[src/rtl/pwm_duty_meter.sv]
`default_nettype none
// ============================================================================
// Module   : pwm_duty_meter
// Purpose  : Measures the duty cycle of an external PWM waveform over one full
//            period (rising edge to rising edge). A sequential divide then
//            reports the result as a value from 0 to 100.
//            If no edge arrives for 2^CW-1 cycles, the output reports 0 or 100
//            depending on the current input level, and stuck is raised.
// Ports    : clk    - system clock, rising edge
//            rst    - synchronous active-high reset
//            ena    - enable; low aborts a measurement and holds the results
//            pwm_in - asynchronous PWM input
//            Npwm   - last measured duty, 0..100
//            valid  - one-cycle pulse when Npwm is updated
//            stuck  - last result came from a timeout (no edges)
// Options  : PWM_DUTY_METER_GLITCH_FILTER_EN - adds a 3-sample majority filter
//            after the synchronizer. It rejects single-cycle glitches and adds
//            one cycle of latency.
// Revision : 1.0 - initial release
// ============================================================================
module pwm_duty_meter #(
    parameter int CW = 16
) (
    input  logic       clk,
    input  logic       rst,
    input  logic       ena,
    input  logic       pwm_in,
    output logic [6:0] Npwm,
    output logic       valid,
    output logic       stuck
);

    // Dividend hi*100 + per/2 needs CW+7 bits; one quotient bit per cycle.
    localparam int              c_DW      = CW + 7;
    localparam int              c_IW      = $clog2(c_DW);
    localparam logic [CW-1:0]   c_MAX     = '1;
    localparam logic [CW-1:0]   c_ONE     = CW'(1);
    localparam logic [c_IW-1:0] c_LAST    = c_IW'(c_DW - 1);
    localparam logic [c_DW-1:0] c_HUNDRED = c_DW'(100);

    localparam logic [1:0] c_S_ARM     = 2'd0;
    localparam logic [1:0] c_S_MEASURE = 2'd1;
    localparam logic [1:0] c_S_DIVIDE  = 2'd2;

    // ------------------------------------------------------------------
    // Input conditioning: synchronizer, optional filter, rise detector
    // ------------------------------------------------------------------
    logic r_sync1, r_sync2, r_s_prev;
    logic w_s, w_rise;

    always_ff @(posedge clk) begin
        if (rst) begin
            r_sync1 <= 1'b0;
            r_sync2 <= 1'b0;
        end else begin
            r_sync1 <= pwm_in;
            r_sync2 <= r_sync1;
        end
    end

`ifdef PWM_DUTY_METER_GLITCH_FILTER_EN
    logic r_h1, r_h2;

    always_ff @(posedge clk) begin
        if (rst) begin
            r_h1 <= 1'b0;
            r_h2 <= 1'b0;
        end else begin
            r_h1 <= r_sync2;
            r_h2 <= r_h1;
        end
    end

    assign w_s = (r_sync2 & r_h1) | (r_sync2 & r_h2) | (r_h1 & r_h2);
`else
    assign w_s = r_sync2;
`endif

    // The edge history keeps running while disabled. When ena returns with
    // the input already high, no false rise is seen.
    always_ff @(posedge clk) begin
        if (rst) r_s_prev <= 1'b0;
        else     r_s_prev <= w_s;
    end

    assign w_rise = w_s & ~r_s_prev;

    // ------------------------------------------------------------------
    // Measurement state and divider datapath
    // ------------------------------------------------------------------
    logic [1:0]      r_state;
    logic [CW-1:0]   r_per_cnt;   // period count in MEASURE, idle count in ARM
    logic [CW-1:0]   r_hi_cnt;
    logic [CW-1:0]   r_div;
    logic [c_DW-1:0] r_quo;       // dividend shifted out, quotient shifted in
    logic [CW-1:0]   r_rem;
    logic [c_IW-1:0] r_bit;

    logic [c_DW-1:0] w_dividend;
    logic [CW:0]     w_rem_sh;
    logic [CW-1:0]   w_diff;
    logic            w_qbit;
    logic [CW-1:0]   w_rem_nx;
    logic [c_DW-1:0] w_quo_nx;
    logic [6:0]      w_npwm;

    assign w_dividend = ({7'd0, r_hi_cnt} * c_HUNDRED) + c_DW'(r_per_cnt >> 1);

    // Restoring step. The remainder stays below the divisor, so the CW-bit
    // wrap-around difference is exact whenever the subtraction is taken.
    assign w_rem_sh = {r_rem, r_quo[c_DW-1]};
    assign w_qbit   = (w_rem_sh >= {1'b0, r_div});
    assign w_diff   = w_rem_sh[CW-1:0] - r_div;
    assign w_rem_nx = w_qbit ? w_diff : w_rem_sh[CW-1:0];
    assign w_quo_nx = {r_quo[c_DW-2:0], w_qbit};

    // hi <= per bounds the quotient at 100; clamp defends against anything else.
    assign w_npwm = (w_quo_nx > c_HUNDRED) ? 7'd100 : w_quo_nx[6:0];

    always_ff @(posedge clk) begin
        if (rst) begin
            r_state   <= c_S_ARM;
            r_per_cnt <= '0;
            r_hi_cnt  <= '0;
            r_div     <= '0;
            r_quo     <= '0;
            r_rem     <= '0;
            r_bit     <= '0;
            Npwm      <= 7'd0;
            valid     <= 1'b0;
            stuck     <= 1'b0;
        end else begin
            valid <= 1'b0;
            if (!ena) begin
                r_state   <= c_S_ARM;
                r_per_cnt <= '0;
                r_hi_cnt  <= '0;
                r_bit     <= '0;
            end else begin
                case (r_state)
                    c_S_ARM: begin
                        if (w_rise) begin
                            // The rise cycle is the first cycle of the period and is high.
                            r_state   <= c_S_MEASURE;
                            r_per_cnt <= c_ONE;
                            r_hi_cnt  <= c_ONE;
                        end else if (r_per_cnt == c_MAX) begin
                            Npwm      <= w_s ? 7'd100 : 7'd0;
                            valid     <= 1'b1;
                            stuck     <= 1'b1;
                            r_per_cnt <= '0;
                            r_hi_cnt  <= '0;
                        end else begin
                            r_per_cnt <= r_per_cnt + c_ONE;
                        end
                    end

                    c_S_MEASURE: begin
                        if (w_rise) begin
                            // The closing rise cycle belongs to the next period.
                            r_div   <= r_per_cnt;
                            r_quo   <= w_dividend;
                            r_rem   <= '0;
                            r_bit   <= '0;
                            r_state <= c_S_DIVIDE;
                        end else if (r_per_cnt == c_MAX) begin
                            Npwm      <= w_s ? 7'd100 : 7'd0;
                            valid     <= 1'b1;
                            stuck     <= 1'b1;
                            r_state   <= c_S_ARM;
                            r_per_cnt <= '0;
                            r_hi_cnt  <= '0;
                        end else begin
                            r_per_cnt <= r_per_cnt + c_ONE;
                            if (w_s) r_hi_cnt <= r_hi_cnt + c_ONE;
                        end
                    end

                    c_S_DIVIDE: begin
                        r_quo <= w_quo_nx;
                        r_rem <= w_rem_nx;
                        r_bit <= r_bit + c_IW'(1);
                        if (r_bit == c_LAST) begin
                            Npwm      <= w_npwm;
                            valid     <= 1'b1;
                            stuck     <= 1'b0;
                            r_state   <= c_S_ARM;
                            r_per_cnt <= '0;
                            r_hi_cnt  <= '0;
                        end
                    end

                    default: r_state <= c_S_ARM;
                endcase
            end
        end
    end

endmodule
`default_nettype wire

[config.mk]
export PLATFORM = sky130hd
export DESIGN_NAME = pwm_duty_meter
export DESIGN_NICKNAME = d
export VERILOG_FILES = /design/src/rtl/pwm_duty_meter.sv
export SDC_FILE = /design/constraint.sdc
export NUM_CORES = 1
export LEC_CHECK = 0
export CAP_MARGIN = 10
export CELL_PAD_IN_SITES_DETAIL_PLACEMENT = 0
export CELL_PAD_IN_SITES_GLOBAL_PLACEMENT = 1
export CORE_ASPECT_RATIO = 0.8
export CORE_MARGIN = 3
export CORE_UTILIZATION = 31
export DETAILED_ROUTE_END_ITERATION = 8
export GPL_TIMING_DRIVEN = 1
export PLACE_DENSITY_LB_ADDON = 0.2
export SETUP_SLACK_MARGIN = 0.4
export SLEW_MARGIN = 30
export SYNTH_ARGS = -nofsm -noshare
export SYNTH_HDL_FRONTEND = slang
export SYNTH_SLANG_ARGS = --single-unit
[constraint.sdc]
create_clock -name clk -period 5.2 [get_ports clk]
set_input_delay 1.04 -clock clk [delete_from_list [all_inputs] [get_ports clk]]
set_output_delay 1.04 -clock clk [all_outputs]
set_load 0.05 [all_outputs]
==> results of run 1 <==
worst max-delay path, cell delays in order (launching register included):
cell and delay, ps:
dfxtp_1 410, ha_1 260, ha_1 270, inv_1 50, fa_1 510, inv_1 40
ha_1 350, a21o_1 190, a2bb2oi_2 210, inv_1 90, nor2_1 120, xnor2_1 80
ha_1 330, nand2_1 80, o31ai_2 360, a211oi_1 220, nand2b_1 220, nor3_1 240
xor2_1 160, nand2_1 60, a31oi_1 150
worst paths after layout:
| check | startpoint | endpoint | slack, ps |
|---|---|---|---|
| min reg2reg | r_sync1 | r_sync2 | 450 |
| max reg2reg | r_hi_cnt[4] | r_quo[18] | 730 |
| max | r_hi_cnt[4] | r_quo[18] | 730 |
| min | r_sync1 | r_sync2 | 450 |
area by class of cell:
| class | instances | area (um2) | area share |
|---|---|---|---|
| Clock inverter | 6 | 73.8 | 0.00873 |
| Tap cell | 312 | 390 | 0.0462 |
| Clock buffer | 10 | 239 | 0.0283 |
| Multi-Input combinational cell | 741 | 5120 | 0.606 |
| Sequential cell | 106 | 2120 | 0.251 |
| Timing Repair Buffer | 19 | 168 | 0.0198 |
| Inverter | 90 | 338 | 0.0400 |
power by group through the flow:
| stage | sequential [mW] | clock (mW) | combinational [mW] |
|---|---|---|---|
| floorplan | 0.835 | 0 | 0.0316 |
| global placement | 0.837 | 0 | 0.0476 |
| detailed placement | 0.837 | 0 | 0.0471 |
| CTS | 0.818 | 0.766 | 0.0472 |
| global route | 0.818 | 0.791 | 0.0530 |
| finish | 0.818 | 0.745 | 0.0467 |
stage by stage:
step | instances | util | setup WS (ps) | total power [mW]
2_1_floorplan | 971 | - | 1110 | 0.867
3_3_place_gp | 1268 | 0.340 | 640 | 0.884
3_5_place_dp | 1268 | 0.340 | 547 | 0.884
4_1_cts | 1284 | 0.353 | 521 | 1.63
5_1_grt | 1284 | 0.354 | 343 | 1.66
6_report | 1284 | 0.354 | 732 | 1.61
flip-flops by register name, indices dropped and copies added, names as in the netlist, 2 cells and up:
signal     flops
r_div         16
r_state        2
Npwm           7
r_per_cnt     16
r_bit          5
r_rem         16
r_quo         23
r_hi_cnt      16
cell families after synthesis:
| kind of cell | Yosys count | synth area share |
|---|---|---|
| buffers and inverters | 124 | 0.0608 |
| DFF | 106 | 0.276 |
| AOI/OAI and AO/OA | 232 | 0.199 |
| adders and majority gates | 102 | 0.179 |
| and+or+nand+nor | 338 | 0.205 |
| xor gates and xnor gates | 61 | 0.0712 |
| muxes | 8 | 0.0104 |
per-layer routing:
metal / part of all wire / vias up
met5: 0 / -
met1: 0.57 / 3045
met3: 0.031 / 13
met2: 0.39 / 83
li1: - / 3375
met4: 0.010 / 0
cell usage in the layout, fill, tap and decap left out, types with 13 or more instances in the layout:
| cell | synthesis | layout |
|---|---|---|
| dfxtp_1 | 106 | 106 |
| xnor2_1 | 33 | 33 |
| nor2b_1 | 16 | 16 |
| inv_1 | 89 | 89 |
| ha_1 | 89 | 89 |
| nand3_1 | 25 | 25 |
| xor2_1 | 27 | 27 |
| nand2_1 | 114 | 114 |
| a21oi_1 | 78 | 78 |
| fa_1 | 13 | 13 |
| nand4_1 | 13 | 13 |
| o21ai_0 | 46 | 46 |
| nor2_1 | 95 | 95 |
| nor3_1 | 24 | 24 |
repair_timing:
item                                    in CTS  in global routing
endpoints found under the setup margin       0                  7
resized for setup                            0                  2
hold endpoints to repair                     0                  0
==> run metrics, run 1 <==
Gate power share=0.029; synth-to-layout area growth=9.84%; GP Congestion=0.813; TritonCTS clock tree=yes; R2R depth=20; final setup violation count=0; Reg power frac=0.508; hold path depth=1; Routed Antenna Nets=0; Clock transition at path regs=90 ps; Max FO, Critical Path=5; grt met3 use=0.0218; startpoint types=register; fmax=224 MHz; Final Critical Period=4470 ps; distinct cell type count of the synthesized netlist=75; synthesized area per cell=7.93 um2; clock share of power=0.463; setup_tns=0 ps; fin area=8450 um2; area leader, netlist=dfxtp_1; met1 usage=0.255; clock tree buffer depth=2; crit path DAT=4770 ps; initial antenna violation count=1; share of cells above drive strength 1=0.0442; IO Count=13; clk sink count=106; DRT Wirelength=20900 um; P_sw=389 uW; GRT busiest layer=met1; Mapped Area=7700 um2; Pint=1.22 mW; Die ar.=26800 um2; Yosys warnings=0; placed instance area=8130 um2; unrepaired setup endpoints after global routing=true; Post-Syn Instances=971; syn_nets=1077; Fillers=2584; Inserted Clock Buffers=9; synth cell count leaders=nand2_1 (114), dfxtp_1 (106), nor2_1 (95); Hold Buf Count CTS=0; relative slew slack=0.423; post-synth top area share=0.276; worst hold slack=446 ps; Worst EP required=5500 ps; Critical Setup Path Class=reg2reg; total grt overflow=0; DR iter-0 viols=328; number of port buffers=12; most instantiated library cell after synthesis=nand2_1; leakage=3.47 nW; Vias=6516; Hold Fails Final Rpt=0; cell area power density=190 nW/um2; Antenna Cells=0; clock latency on the worst-skew pair=370 ps; HP Class=reg2reg; crit end category=register; die width=182 um; Synth Flop Type=dfxtp_1; worst vdd ir=0.000145 V; Final Skew=15.2 ps; first-pass GRT wire length=34400 um; Synth Register Bits=106; vias in the first global route=6340; DRC Markers=0; drt pass-1 iters=5; outcome=finished, final reports clean; fraction of registers with async set or reset after synthesis=0; Least-Margin Pin Slew=863 ps; overall global routing resource usage=0.159; Max Cap Viol=0; post-CTS setup buffers=0; EDFF count, synth=0; core area=23900 um2; starting density of the core=0.322; Sw Ratio=0.242; Synth area leaders=dfxtp_1 (28%), ha_1 (14%), nand2_1 (5.6%), a21oi_1 (5.1%), nor2_1 (4.6%); Period Utilization, post-route=0.859; Slew Limit Fails=0; Root Buffer=clkbuf_16; H-tree Lvls=3; Die H=147 um; Layout Nets=1073; Core Rows=50; sequential fraction of the synthesis area=0.276; largest net degree at the start of global routing=44; met2 Track Usage GR=0.222; DP HPWL=16000 um; wire length per cell=16.3 um; Via density=5.07
No activity file was read; power rests on OpenSTA's default activity.
==> run 2: changes to the inputs <==
Settings changed: CORE_UTILIZATION 31 to 48.
==> run metrics, run 2 (synthesis gave the netlist of run 1 again) <==
R2R depth=19 (-5.0%); Clock transition at path regs=80 ps (about the same); starting density of the core=0.501 (+0.179); Hold Fails Final Rpt=0 (unchanged); Max Cap Viol=0 (unchanged); clock tree buffer depth=2 (unchanged); Root Buffer=clkbuf_16; Critical R2R Launch=r_hi_cnt[4]; outcome=finished, final reports clean; TritonCTS clock tree=yes; relative slew slack=0.411 (-0.0119); Via density=5.57 (+9.7%); total grt overflow=0 (unchanged); drt pass-1 iters=7 (+2); crit end category=register; Pwr Total=1.54 mW (-4.1%); largest net degree at the start of global routing=40 (-9.1%); startpoint types=register; wire length per cell=16.2 um (-0.69%); Worst R2R End=r_quo[18]; overall global routing resource usage=0.218 (+0.0597); Slew Limit Fails=0 (unchanged); Routed Antenna Nets=0 (unchanged); IO Count=13 (unchanged); DR iter-0 viols=474 (+45%); Period Utilization, post-route=0.866 (+0.00643); Fillers=1524 (-41%); fmax=222 MHz (-0.74%); worst vdd ir=0.000146 V (+0.61%); DRT Wirelength=19100 um (-8.7%); crit path DAT=4790 ps (+20 ps); Least-Margin Pin Slew=880 ps (+17.8 ps); synth-to-layout area growth=7.79%; H-tree Lvls=3 (unchanged); Final Skew=8.15 ps (-7.08 ps); leakage=3.45 nW (-0.39%); number of port buffers=12 (unchanged); share of cells above drive strength 1=0.0443 (+0.0000456); Largest Register=r_quo; fin area=8300 um2 (-1.9%); DRC Markers=0 (unchanged); hold path depth=1 (unchanged); register-to-register setup slack=700 ps (-30 ps); Antenna Cells=0 (unchanged); Core Rows=40 (-20%); Worst EP required=5490 ps (about the same); worst hold slack=443 ps (-3.46 ps); core area=15400 um2 (-36%); cell area power density=186 nW/um2 (-2.3%); Max FO, Critical Path=6 (+1); Critical Setup Path Class=reg2reg; setup_tns=0 ps (unchanged); max reg flops=23 (unchanged); Inserted Clock Buffers=9 (unchanged); final setup violation count=0 (unchanged); Layout Nets=1072 (-0.093%); Vias=6575 (+0.91%); initial antenna violation count=0 (-1); first-pass GRT wire length=31500 um (-8.4%); Die ar.=17600 um2 (-34%); DP HPWL=14300 um (-10%); placed instance area=8000 um2 (-1.6%); HP Class=reg2reg; Final Critical Period=4500 ps (+33.5 ps); Die H=119 um (-19%); commonest non-fill, non-tap cell in the layout=nand2_1; clock latency on the worst-skew pair=360 ps (about the same); GP Congestion=0.815 (+0.26%); Hold Path Origin=r_sync1; unrepaired setup endpoints after global routing=true; die width=148 um (-19%); end of the worst hold path=r_sync2; commonest cells after routing, fill and taps aside=nand2_1 (113), dfxtp_1 (106), nor2_1 (95), inv_1 (89), ha_1 (89); clk sink count=106 (unchanged); vias in the first global route=6176 (-2.6%)
[run 2: cell count changes in the layout (fill, tap and decap cells not counted), sizes merged]
cell	before	now
buf	8	7
bufinv	1	0
clkinv	3	5
clkinvlp	1	0
[run 2: worst max path at each step]
| stage | from | endpoint | slack [ps] |
|---|---|---|---|
| CTS | r_hi_cnt[4] | r_quo[18] | 540 |
| floorplan | r_hi_cnt[3] | r_quo[18] | 1110 |
| global route | r_hi_cnt[4] | r_quo[18] | 340 |
| global placement | r_hi_cnt[3] | r_quo[18] | 720 |
| detailed placement | r_hi_cnt[4] | r_quo[18] | 550 |
| finish | r_hi_cnt[4] | r_quo[18] | 700 |
[run 2: per-stage QoR]
stage	setup slack, ps	instances	util
after floorplan	1110	971	-
after CTS	542	1181	0.539
final	698	1181	0.540
after global placement	720	1165	0.520
after global routing	342	1181	0.540
after detailed placement	553	1165	0.520
[run 2: timing repair]
action                                  in CTS  in global routing
buffers inserted                             0                  0
hold buffers                                 0                  0
resized for setup                            0                  2
endpoints found under the setup margin       0                  7
[run 2: per-layer routing]
layer / up-vias / part of all wire / GRT usage
met5: - / 0 / 0
met4: 0 / 0.0091 / 0.0407
met3: 15 / 0.040 / 0.0388
met2: 111 / 0.40 / 0.319
met1: 3075 / 0.55 / 0.335
li1: 3374 / - / -
[run 2: critical path, cell delays in order (launching register included)]
cell and delay (ps):
dfxtp_1 420, ha_1 270, ha_1 280, inv_1 50, fa_1 500, inv_1 40
ha_1 350, a21o_1 190, a2bb2oi_2 200, inv_1 80, o22ai_1 170, xnor2_1 150
ha_1 320, and3_1 230, a211oi_1 520, nand2b_1 230, nor3_1 80, xor2_1 150
nand2_1 60, a31oi_1 150
[run 2: power by group]
part / total (mW) / internal (mW) / switching [mW]
Sequential: 0.817 / 0.813 / 0.00404
Clock: 0.679 / 0.344 / 0.335
Combinational: 0.0458 / 0.0122 / 0.0336
Total: 1.54 / 1.17 / 0.373
[run 2: layout make-up]
cell class	count	area, um2	area share
multi-input cells	741	5120	0.618
flip-flops and latches	106	2120	0.256
inverters	90	338	0.0407
well taps	210	263	0.0317
clock buffers	10	239	0.0288
repair buffers	18	160	0.0193
clock inverters	6	48.8	0.00588
